`src/rtl/des_key_sched_seq.sv`:
```
// Sequential DES key schedule: loads PC-1(key) on start and emits one PC-2 subkey per handshake.
// Optional odd-parity key check is compiled in with `DES_KEY_PARITY_CHECK_EN.
module des_key_sched_seq (
  input  logic        clk,
  input  logic        rst_n,
  input  logic        start,
  input  logic [64:1] key,
  input  logic        decrypt,
  input  logic        key_ready,
  output logic [48:1] subkey,
  output logic        subkey_valid,
  output logic [4:0]  round,
  output logic        last,
  output logic        busy,
  output logic        parity_err
);

  typedef enum logic [0:0] {
    S_IDLE = 1'b0,
    S_RUN  = 1'b1
  } state_t;

  state_t      r_state;
  logic [27:0] r_c;
  logic [27:0] r_d;
  logic        r_decrypt;
  logic [4:0]  r_round;
  logic        r_last;

  logic [55:0] w_pc1;
  logic [55:0] w_cd;
  logic [4:0]  w_sidx;
  logic        w_two;
  logic        w_key_ok;
  logic        w_accept;

  function automatic logic shift_is_two(input logic [4:0] idx);
    logic res;
    case (idx)
      5'd1, 5'd2, 5'd9, 5'd16: res = 1'b0;
      default:                 res = 1'b1;
    endcase
    return res;
  endfunction

  function automatic logic [27:0] rotl(input logic [27:0] h, input logic two);
    logic [27:0] res;
    if (two) begin
      res = {h[25:0], h[27:26]};
    end else begin
      res = {h[26:0], h[27]};
    end
    return res;
  endfunction

  function automatic logic [27:0] rotr(input logic [27:0] h, input logic two);
    logic [27:0] res;
    if (two) begin
      res = {h[1:0], h[27:2]};
    end else begin
      res = {h[0], h[27:1]};
    end
    return res;
  endfunction

  // PC-1: bit 55 is C bit 1, bit 0 is D bit 28; key[65-n] holds DES bit n.
  assign w_pc1 = {key[8],  key[16], key[24], key[32], key[40], key[48], key[56], key[64],
                  key[7],  key[15], key[23], key[31], key[39], key[47], key[55], key[63],
                  key[6],  key[14], key[22], key[30], key[38], key[46], key[54], key[62],
                  key[5],  key[13], key[21], key[29],
                  key[2],  key[10], key[18], key[26], key[34], key[42], key[50], key[58],
                  key[3],  key[11], key[19], key[27], key[35], key[43], key[51], key[59],
                  key[4],  key[12], key[20], key[28], key[36], key[44], key[52], key[60],
                  key[37], key[45], key[53], key[61]};

  // PC-2 straight off the C/D registers; CD bit n sits at w_cd[56-n].
  assign w_cd   = {r_c, r_d};
  assign subkey = {w_cd[42], w_cd[39], w_cd[45], w_cd[32], w_cd[55], w_cd[51], w_cd[53], w_cd[28],
                   w_cd[41], w_cd[50], w_cd[35], w_cd[46], w_cd[33], w_cd[37], w_cd[44], w_cd[52],
                   w_cd[30], w_cd[48], w_cd[40], w_cd[49], w_cd[29], w_cd[36], w_cd[43], w_cd[54],
                   w_cd[15], w_cd[4],  w_cd[25], w_cd[19], w_cd[9],  w_cd[1],  w_cd[26], w_cd[16],
                   w_cd[5],  w_cd[11], w_cd[23], w_cd[8],  w_cd[12], w_cd[7],  w_cd[17], w_cd[0],
                   w_cd[22], w_cd[3],  w_cd[10], w_cd[14], w_cd[6],  w_cd[20], w_cd[27], w_cd[24]};

  logic w_unused_cd;
  assign w_unused_cd = ^{w_cd[47], w_cd[38], w_cd[34], w_cd[31],
                         w_cd[21], w_cd[18], w_cd[13], w_cd[2]};

  // Decrypt walks the shift table backwards, so the step after round r uses s(17-r).
  assign w_sidx   = r_decrypt ? (5'd17 - r_round) : (r_round + 5'd1);
  assign w_two    = shift_is_two(w_sidx);
  assign w_accept = (r_state == S_IDLE) && start && w_key_ok;

`ifdef DES_KEY_PARITY_CHECK_EN
  function automatic logic key_parity_ok(input logic [64:1] k);
    return (^k[64:57]) & (^k[56:49]) & (^k[48:41]) & (^k[40:33]) &
           (^k[32:25]) & (^k[24:17]) & (^k[16:9])  & (^k[8:1]);
  endfunction

  logic r_parity_err;

  assign w_key_ok   = key_parity_ok(key);
  assign parity_err = r_parity_err;

  // One-cycle pulse for a start that is refused because of a bad key byte.
  always_ff @(posedge clk or negedge rst_n) begin
    if (!rst_n) begin
      r_parity_err <= 1'b0;
    end else begin
      r_parity_err <= (r_state == S_IDLE) && start && !w_key_ok;
    end
  end
`else
  logic w_unused_key_parity;

  assign w_key_ok            = 1'b1;
  assign parity_err          = 1'b0;
  assign w_unused_key_parity = ^{key[57], key[49], key[41], key[33],
                                 key[25], key[17], key[9],  key[1]};
`endif

  // Schedule FSM: loads C/D on accept, rotates them on every handshake.
  always_ff @(posedge clk or negedge rst_n) begin
    if (!rst_n) begin
      r_state   <= S_IDLE;
      r_c       <= 28'd0;
      r_d       <= 28'd0;
      r_decrypt <= 1'b0;
      r_round   <= 5'd0;
      r_last    <= 1'b0;
    end else begin
      case (r_state)
        S_IDLE: begin
          if (w_accept) begin
            r_state   <= S_RUN;
            r_decrypt <= decrypt;
            r_round   <= 5'd1;
            r_last    <= 1'b0;
            if (decrypt) begin
              r_c <= w_pc1[55:28];
              r_d <= w_pc1[27:0];
            end else begin
              r_c <= rotl(w_pc1[55:28], 1'b0);
              r_d <= rotl(w_pc1[27:0], 1'b0);
            end
          end else begin
            r_round <= 5'd0;
            r_last  <= 1'b0;
          end
        end
        S_RUN: begin
          if (key_ready) begin
            if (r_round == 5'd16) begin
              r_state <= S_IDLE;
              r_round <= 5'd0;
              r_last  <= 1'b0;
            end else begin
              r_round <= r_round + 5'd1;
              r_last  <= (r_round == 5'd15);
              if (r_decrypt) begin
                r_c <= rotr(r_c, w_two);
                r_d <= rotr(r_d, w_two);
              end else begin
                r_c <= rotl(r_c, w_two);
                r_d <= rotl(r_d, w_two);
              end
            end
          end else begin
            r_round <= r_round;
          end
        end
        default: begin
          r_state <= S_IDLE;
          r_round <= 5'd0;
          r_last  <= 1'b0;
        end
      endcase
    end
  end

  assign subkey_valid = (r_state == S_RUN);
  assign busy         = (r_state == S_RUN);
  assign round        = r_round;
  assign last         = r_last;

endmodule

```
`config.mk`:
```
export PLATFORM = sky130hd
export DESIGN_NAME = des_key_sched_seq
export DESIGN_NICKNAME = d
export VERILOG_FILES = /design/src/rtl/des_key_sched_seq.sv
export SDC_FILE = /design/constraint.sdc
export NUM_CORES = 1
export LEC_CHECK = 0
export CAP_MARGIN = 20
export CORE_UTILIZATION = 45
export CTS_BUF_LIST = sky130_fd_sc_hd__clkbuf_2 sky130_fd_sc_hd__clkbuf_4 sky130_fd_sc_hd__clkbuf_8
export CTS_CLUSTER_DIAMETER = 150
export CTS_CLUSTER_SIZE = 8
export DETAILED_ROUTE_END_ITERATION = 12
export HOLD_SLACK_MARGIN = 0.12
export MAX_ROUTING_LAYER = met4
export PLACE_DENSITY = 0.72
export RECOVER_POWER = 25
export SYNTH_ARGS = -nofsm -noshare
export SYNTH_HDL_FRONTEND = slang
export SYNTH_SLANG_ARGS = --single-unit
```
`constraint.sdc`:
```
create_clock -name clk -period 5 [get_ports clk]
set_clock_uncertainty 0.05 [all_clocks]
set_input_delay 0.5 -clock clk [delete_from_list [all_inputs] [get_ports clk]]
set_output_delay 0.5 -clock clk [all_outputs]
set_load 0.005 [all_outputs]
```
==> flow_metrics.tcl <==
set metrics [dict create \
    outcome "finished with violations" \
    failed_checks "max-capacitance violations, max-slew violations" \
    power.total_mw 4.99 \
    clk_transition_reported_paths_ns 0.07 \
    initial_core_util 0.466 \
    hold_depth 1 \
    synth.yosys.seq_area_share 0.270 \
    tritoncts.num_buffers 9 \
    gr-usage-met3 0.0314 \
    drt-total-wl_mm 18.0 \
    final.setup.worst_slack_ns 1.19 \
    post_synth_inst_count 769 \
    synth_area_sq_um 5930 \
    detailed_place.area_sq_um 6710 \
    ioPinCount 126 \
    wire_length_of_the_first_global_routing_pass_mm 28.8 \
    die_w_um 117 \
    finalNonFillerCells 958 \
    timing.final.max_slew_violations 65 \
    port_buffers 116 \
    postSynthRegisterBits 64 \
    synth_top_family_by_area "compound AO/OA/AOI/OAI gates" \
    chipHeight_um 117 \
    simple_gate_share_of_the_synthesized_area 0.154 \
    final_period_util 0.762 \
    holdBufCountCts 0 \
    worst_tran_pin_value_ns 3.79 \
    synthAdderAreaFrac 0.0105 \
    drv.max_cap_violation_count 1 \
    gr-usage-all-layers 0.276 \
    vdd_drop_max_mv 0.437 \
    grt_overflow_total 0 \
    path_max_fanout 24 \
    layout.cells.most_common_list "sky130_fd_sc_hd__clkdlybuf4s50_1 (114), sky130_fd_sc_hd__o21ai_0 (67), sky130_fd_sc_hd__a21oi_1 (66)" \
    cts_resized 0 \
    switching_share 0.528 \
    p_switching_mw 2.63 \
    grt_max_degree 114 \
    worstHoldEndpoint "r_d[11]" \
    start_kind "register" \
    p_int_mw 2.36 \
    antenna_found_initial 0 \
    detailedPlacementHpwl_mm 11.2 \
    final_cell_area_sq_um 6910 \
    core-area_sq_um 12700 \
    synth-main-ff-cell "sky130_fd_sc_hd__dfrtp_1" \
    power.share.clock 0.088 \
    fmax_mhz 263 \
    detailroute.via_count 6099 \
    ys_types 43 \
    postSynth.asyncResetShare 1.00 \
    first_pass_iters 5 \
    min_period_ns 3.81 \
    drt-initial-drc-count 655 \
    grt.met1_usage 0.379 \
    gp_congestion 0.858 \
    synth_edf_count 0 \
    finalHoldWorstSlack_ns 0.526 \
    rsz0062_at_grt "no" \
    flow.area_growth_from_synthesis_pct 16.5 \
    cp-end-kind "register" \
    grt_pass1_vias 5570 \
    r2r_end "r_d[2]" \
    nNetsFinal 857 \
    drcViolationCount 0 \
    placed_cells 943 \
    setup-tns-final_ns 0 \
    reg2reg_depth 9 \
    final_core_utilization 0.543 \
    route.detailed.vias_per_inst 6.37 \
    finalHoldViolCount 0 \
    busiest_layer "met2" \
    core.rowCount 41 \
    normalized_max_slew_margin -1.53 \
    setup.reg_to_reg.worst_slack_ns 1.19 \
    path_class "reg2reg" \
    antenna_cell_count 0 \
    cts_max_path_buffers 2 \
    htree_levels 3 \
    arrival_time_at_the_worst_endpoint_ns 3.98 \
    wl_per_cell_um 18.8 \
    tritoncts_num_sinks 64 \
    ant_nets_after_route 0 \
    worst_skew_pair.late_latency_ns 0.35 \
    cts_setup_buffers 0 \
    regToRegStartpoint "round[0]" \
    die_area_sq_um 13600 \
    synth.mux.area_fraction 0.100 \
    yosys.area_share.xor_xnor 0.00148 \
    sequentialPowerShare 0.237 \
    p_leak_nw 2.92 \
    share_of_layout_cells_above_drive_strength_1 0.0547 \
    dp_slack_ns 1.25 \
    yosysWarningCount 0 \
    clock_tree.root_cell "sky130_fd_sc_hd__clkbuf_8" \
    hold_class "reg2reg" \
    mapped_nets 843 \
    final_common_cell "sky130_fd_sc_hd__clkdlybuf4s50_1" \
    tritoncts "yes" \
    synth-compound-area-share 0.334 \
    setup-violations-final 0 \
    areal_power_density_over_the_cells_nw_per_um2 722 \
    holdCritStartpoint "r_d[13]" \
    syn_avg_cell_area_sq_um 7.71 \
    combinationalPowerShare 0.675 \
    cp.required_ns 5.17 \
    use_met2 0.412 \
]
[power by group through the flow]
stage	combinational, mW	clock, mW	sequential [mW]
after floorplan	2.65	0	1.03
after global placement	3.22	0	1.16
after detailed placement	3.31	0	1.18
after CTS	3.31	0.445	1.17
after global routing	3.69	0.463	1.23
final	3.37	0.439	1.18
[registers in the layout, indices dropped and copies added, names as in the netlist]
register / flops
r_d: 28
busy: 1
last: 1
round: 5
r_c: 28
r_decrypt: 1
[Yosys cell counts (2+ instances only)]
cell / count / share of area
sky130_fd_sc_hd__o21ai_0: 67 / 0.057
sky130_fd_sc_hd__o21ai_1: 49 / 0.041
sky130_fd_sc_hd__buf_4: 50 / 0.063
sky130_fd_sc_hd__ha_1: 5 / 0.011
sky130_fd_sc_hd__buf_2: 12 / 0.010
sky130_fd_sc_hd__nor3_1: 2 / 0.0017
sky130_fd_sc_hd__and2_1: 7 / 0.0074
sky130_fd_sc_hd__a31oi_1: 2 / 0.0021
sky130_fd_sc_hd__or3_1: 3 / 0.0032
sky130_fd_sc_hd__buf_1: 4 / 0.0025
sky130_fd_sc_hd__inv_1: 11 / 0.0070
sky130_fd_sc_hd__a2111o_1: 55 / 0.10
sky130_fd_sc_hd__mux2i_1: 57 / 0.096
sky130_fd_sc_hd__nor2_1: 49 / 0.031
sky130_fd_sc_hd__a21oi_1: 66 / 0.056
sky130_fd_sc_hd__o22ai_1: 56 / 0.059
sky130_fd_sc_hd__nand3_1: 61 / 0.051
sky130_fd_sc_hd__buf_6: 7 / 0.013
sky130_fd_sc_hd__nor2b_1: 4 / 0.0042
sky130_fd_sc_hd__nand2b_1: 2 / 0.0021
sky130_fd_sc_hd__dfrtp_1: 64 / 0.27
sky130_fd_sc_hd__mux2_2: 2 / 0.0038
sky130_fd_sc_hd__clkbuf_1: 53 / 0.034
sky130_fd_sc_hd__and3_1: 2 / 0.0021
sky130_fd_sc_hd__nand2_1: 61 / 0.039
[worst max-delay path by stage]
stage / to / from / cells past startpoint / slack [ns]
5_1_grt: r_c[16] / rst_n / 2 / 0.54
4_1_cts: r_d[2] / round[0] / 9 / 1.22
6_report: r_d[2] / round[0] / 9 / 1.19
3_5_place_dp: r_d[2] / round[0] / 9 / 1.25
2_1_floorplan: r_c[17] / round[0] / 10 / 2.16
3_3_place_gp: r_c[15] / round[0] / 9 / 1.35
[logic make-up after synthesis]
| family | Yosys count |
|---|---|
| simple gates | 199 |
| buf+inv | 137 |
| flops | 64 |
| fa+ha+maj | 5 |
| other cells | 1 |
| mux | 59 |
| compound gates | 303 |
| xor+xnor | 1 |
[area by class of cell]
type	count	area, sq um
fillers	1236	5810
multi-input cells	568	3600
flip-flops and latches	64	1600
repair buffers	129	1270
well taps	172	215
clock buffers	14	180
inverters	11	41.3
[critical path, stage by stage (launching register included)]
cell and delay (ns):
sky130_fd_sc_hd__dfrtp_1 0.50, sky130_fd_sc_hd__ha_1 0.30, sky130_fd_sc_hd__and3_1 0.16, sky130_fd_sc_hd__ha_1 0.30
sky130_fd_sc_hd__o311ai_0 0.27, sky130_fd_sc_hd__or3_1 0.45, sky130_fd_sc_hd__o2111ai_4 0.40, sky130_fd_sc_hd__nand2_2 0.43
sky130_fd_sc_hd__buf_4 0.36, sky130_fd_sc_hd__a2111o_1 0.43
[layer usage]
metal,share of wire,wire length (um)
met5,0,0
met4,0.028,505
met1,0.43,7790
met3,0.083,1490
met2,0.46,8240
No activity file was read; power rests on OpenSTA's default activity.
